### src/rtl/event_arbiter.sv
// Queues release events (falling edges) from five debounced sources and grants them one at a
// time, by fixed priority, over a valid/ready handshake followed by a fixed cooldown.
module event_arbiter #(
    parameter int unsigned COOLDOWN = 16,
    parameter int unsigned CNT_W    = 8
) (
    input  logic             clk_i,
    input  logic             rst_ni,
    input  logic             test_db_i,
    input  logic             medicina_db_i,
    input  logic             energia_db_i,
    input  logic             ult_db_i,
    input  logic             fot_db_i,
    input  logic [4:0]       src_mask_i,
    input  logic             ev_ready_i,
    output logic             ev_valid_o,
    output logic [2:0]       ev_code_o,
    output logic [4:0]       pending_o,
    output logic [CNT_W-1:0] drop_count_o
);

    localparam int unsigned CdW = (COOLDOWN > 1) ? $clog2(COOLDOWN) : 1;

    typedef enum logic [1:0] {StIdle, StOffer, StCool} state_e;

    state_e           state_q, state_d;
    logic [2:0]       code_q, code_d;
    logic [CdW-1:0]   cnt_q, cnt_d;
    logic [4:0]       prev_q, pending_q, pending_d;
    logic [CNT_W-1:0] drop_q, drop_d;

    logic [4:0] in_vec, fall, clr, eligible, drops;
    logic [2:0] win_code;
    logic       hs;

    assign in_vec   = {fot_db_i, ult_db_i, energia_db_i, medicina_db_i, test_db_i};
    assign fall     = prev_q & ~in_vec & ~src_mask_i;
    assign eligible = pending_q & ~src_mask_i;
    assign hs       = (state_q == StOffer) && ev_ready_i;
    assign drops    = fall & pending_q & ~clr;

    // Descending scan so the lowest index (highest priority) wins.
    always_comb begin
        win_code = 3'd0;
        for (int i = 4; i >= 0; i--) begin
            if (eligible[i]) win_code = 3'(i + 1);
        end
    end

    always_comb begin
        clr = 5'b0;
        for (int i = 0; i < 5; i++) begin
            clr[i] = hs && (code_q == 3'(i + 1));
        end
    end

    always_comb begin
        pending_d = (pending_q & ~clr) | fall;
        drop_d    = drop_q;
        for (int i = 0; i < 5; i++) begin
            if (drops[i] && (drop_d != {CNT_W{1'b1}})) drop_d = drop_d + CNT_W'(1);
        end
    end

    always_ff @(posedge clk_i or negedge rst_ni) begin
        if (!rst_ni) begin
            prev_q    <= 5'b0;
            pending_q <= 5'b0;
            drop_q    <= '0;
        end else begin
            prev_q    <= in_vec;
            pending_q <= pending_d;
            drop_q    <= drop_d;
        end
    end

    always_ff @(posedge clk_i or negedge rst_ni) begin
        if (!rst_ni) begin
            state_q <= StIdle;
            code_q  <= 3'd0;
            cnt_q   <= '0;
        end else begin
            state_q <= state_d;
            code_q  <= code_d;
            cnt_q   <= cnt_d;
        end
    end

    // The offered code is frozen for the whole OFFER state; no re-arbitration.
    always_comb begin
        state_d = state_q;
        code_d  = code_q;
        cnt_d   = cnt_q;
        unique case (state_q)
            StIdle: begin
                if (eligible != 5'b0) begin
                    state_d = StOffer;
                    code_d  = win_code;
                end
            end
            StOffer: begin
                if (ev_ready_i) begin
                    code_d = 3'd0;
                    if (COOLDOWN != 0) begin
                        state_d = StCool;
                        cnt_d   = CdW'(COOLDOWN - 1);
                    end else begin
                        state_d = StIdle;
                    end
                end
            end
            StCool: begin
                if (cnt_q == '0) state_d = StIdle;
                else             cnt_d   = cnt_q - CdW'(1);
            end
            default: state_d = StIdle;
        endcase
    end

    always_comb begin
        ev_valid_o = (state_q == StOffer);
        ev_code_o  = ev_valid_o ? code_q : 3'd0;
    end

    assign pending_o    = pending_q;
    assign drop_count_o = drop_q;

endmodule

### config.mk
export PLATFORM = sky130hd
export DESIGN_NAME = event_arbiter
export DESIGN_NICKNAME = d
export VERILOG_FILES = /design/src/rtl/event_arbiter.sv
export SDC_FILE = /design/constraint.sdc
export NUM_CORES = 1
export LEC_CHECK = 0
export CAP_MARGIN = 20
export CELL_PAD_IN_SITES_DETAIL_PLACEMENT = 1
export CELL_PAD_IN_SITES_GLOBAL_PLACEMENT = 1
export CORE_UTILIZATION = 40
export DETAILED_ROUTE_END_ITERATION = 10
export HOLD_SLACK_MARGIN = 0.12
export PLACE_DENSITY_LB_ADDON = 0.3
export SYNTH_ARGS = -nofsm -noshare
export SYNTH_HDL_FRONTEND = slang
export SYNTH_SLANG_ARGS = --single-unit
export TNS_END_PERCENT = 50
### constraint.sdc
create_clock -name clk_i -period 5.4 [get_ports clk_i]
set_input_delay 1.08 -clock clk_i [delete_from_list [all_inputs] [get_ports clk_i]]
set_output_delay 1.08 -clock clk_i [all_outputs]
set_load 0.03 [all_outputs]
==> flow_summary.yaml <==
layout:
  multi_input_area_um2: 2467
  area_growth_syn_to_layout_pct: 53.57
  final_nets: 512
  regArea_um2: 675.6
  drive_gt1_share_pct: 42.39
  diodes: 0
  fillers: 847
  post-route-util_pct: 63.44
grt:
  antenna_found_initial: 0
  use_met3_pct: 3.265
  grt_pass1_vias: 3800
  grt_pass1_wl_mm: 18.98
  grt_util_met1_pct: 35.18
  grt_util_all_layers_pct: 31.95
  grt_util_met2_pct: 62.66
  overflow: 0
  top_usage_layer: "met2"
  grt_max_degree: 28
yosys:
  yosysMostFrequentCell: "nand2_1"
  async_flop_share_pct: 100.0
  synthesis.instances: 350
  synthTopCellsByArea: "dfrtp_1, nand2_1, mux2_2"
  ys.flop_type: "dfrtp_1"
  synth_area_leader_cell: "dfrtp_1"
  synth_common_cells: "nand2_1, dfrtp_1, a21oi_1"
  ys_seq_area_share_pct: 22.67
  synthesis.area_um2: 2980
  synth_top_area_share_pct: 22.67
  syn_nets: 368
  synth-edff-count: 0
  ys_ff_latch: 27
  avgSynthCellArea_um2: 8.515
  yosys_warnings: 0
  synth.distinct_cells: 88
floorplanning:
  core-area_um2: 7214
  die_area_um2: 7800
  die_h_um: 88.32
  rows: 31
  start_util_pct: 41.31
  pin_count: 30
  die_x_um: 88.32
critical_path:
  crit_arrival_ns: 5.98
  critPathCaptureType: "flip-flop"
  startpoint_type: "input pin"
  required_ns: 5.61
  path_common_cell: "buf_4"
  critical_path_class: "input pin to flip-flop"
  regToRegSetupSlack_ns: -0.13
  crit_path_top_delay_cell: "or3b_1"
  worstPathMaxFanout: 5
  critPathMaxStageDelay_ns: 0.49
  crit_path_cell_trace: "buf_6 > nand4bb_4 > a21o_1 > nor2_4 > mux2_4 > ha_4 > buf_4 > or3_1 > o211a_1 > nand2_4 > inv_4 > ha_4 > and2_4 > buf_4 > buf_4 > nor4_1 > a21oi_1 > or3b_1 > buf_4 > o21a_1 > buf_4 > a211oi_1 > mux2i_1 > nand3b_1"
drt:
  drcViolationCount: 0
  final_antenna_net_count: 0
  via_per_inst: 5.924
  drt_first_pass_iters: 4
  vias: 3507
  first_iter_violations: 127
  wirelength_mm: 13.71
  wl_per_cell_um: 23.16
cts:
  cts-root-buf: "clkbuf_8"
  cts_max_path_buffers: 2
  clk_pin_slew_ns: 0.10
  postCtsHoldBufs: 0
  cts_tree: "done"
  clk_latency_ns: 0.28
  cts_sinks: 27
  numCtsBuffers: 3
  cts_max_level: 1
timing:
  fin_crit_ns: 5.764
  drv_slew: 0
  final-setup-viol-count: 8
  rsz0062_at_grt: "yes"
  worst_slew_pin_slew_ns: 0.6155
  fin_ws_ns: -0.3643
  hold_ws_ns: 0.5446
  timing.fmax_ghz: 0.1735
  fin_crit_sh_pct: 106.7
  hold_violations: 0
  clock_skew_ns: 0.001812
  slew_headroom_pct: 58.43
hold_path:
  hold_path.class: "flip-flop to flip-flop"
power_and_ir_drop:
  worst_ir_drop_vdd_v: 0.0004413
  leakage_nw: 1.881
  p_per_area_nw_per_um2: 609.8
placed_design:
  gp_congestion: 0.8898
  portBuffers: 29
  dp_hpwl_mm: 9.540
status:
  violations: "setup timing"
  status: "finished with violations"
run:
  cap_violations: 0
area by class of cell:
class	instances	share of cell area, %
Multi-Input combinational cell	299	53.91
Clock buffer	3	0.9021
Sequential cell	27	14.76
Clock inverter	1	0.1093
Inverter	12	1.203
Tap cell	99	2.706
Timing Repair Buffer	151	26.41
critical path: cells and delay by family:
| kind | cells | cell delay [ns] |
|---|---|---|
| AO/OA/AOI/OAI | 5 | 1.18 |
| adder cells (fa/ha/maj) | 2 | 0.34 |
| buffers and inverters | 7 | 0.90 |
| multiplexers | 2 | 0.50 |
| AND/OR/NAND/NOR | 8 | 1.97 |
logic make-up after synthesis:
group	count (synthesis)	synth area share [%]
muxes	22	8.354
buffers and inverters	24	3.694
and+or+nand+nor	153	31.23
xor gates and xnor gates	17	5.626
AOI/OAI and AO/OA	102	26.32
adders and majority gates	5	2.099
DFF	27	22.67
registers in the layout, indices dropped and copies added (netlist names):
signal and cells:
code_q 3, prev_q 5, pending_o 5, drop_count_o 8, cnt_q 4, state_q 2
metrics by stage:
stage	setup WS, ns	instances	TNS [ns]	total power [W]	cell area [µm²]
2_1_floorplan	-0.2106	350	-0.6760	0.001493	3103
3_3_place_gp	-0.7515	571	-5.175	0.002253	4240
3_5_place_dp	-1.043	571	-7.290	0.002368	4240
4_1_cts	-0.1737	583	-0.7438	0.002569	4397
5_1_grt	-0.5209	592	-3.312	0.002911	4577
6_report	-0.3643	592	-2.088	0.002791	4577
worst paths after layout:
| path | start | end | depth (start not counted) |
|---|---|---|---|
| worst min-delay path | prev_q[3] | pending_o[3] | 2 |
| min in group asynchronous | rst_ni | drop_count_o[6] | 2 |
| worst max-delay path | src_mask_i[0] | drop_count_o[2] | 24 |
| worst min register to register | prev_q[3] | pending_o[3] | 2 |
| worst max register to register | drop_count_o[0] | drop_count_o[2] | 24 |
| max in group asynchronous | rst_ni | drop_count_o[3] | 2 |
metal layers:
metal | part of all wire, % | vias to the layer above | wire (µm)
met2 | 55 | 85 | 7500
li1 | - | 1605 | -
met1 | 40 | 1781 | 5517
met3 | 1.7 | 36 | 231
met5 | 0 | - | 0
met4 | 3.3 | 0 | 459
layout by cell type (no fill, tap or decap), types with 8 or more instances in the layout:
cell,instances
o21ai_0,15
nand2b_1,10
buf_4,119
a21oi_1,19
dfrtp_1,27
inv_1,8
xnor2_1,8
clkdlybuf4s50_1,26
nand2_1,29
nor2_1,17
repair_timing:
action	in CTS	in global routing
setup buffers	8	9
resized for setup	26	20
pin swaps	18	9
setup endpoints to repair	8	8
where the power goes:
part	total, W	internal [W]	switching, W	leakage, nW
sequential	0.000375	0.000269	0.000106	0.297
clock	0.000122	0.0000520	0.0000702	0.0255
combinational	0.00229	0.00104	0.00125	1.56
Power figures use the tool's default switching activity.
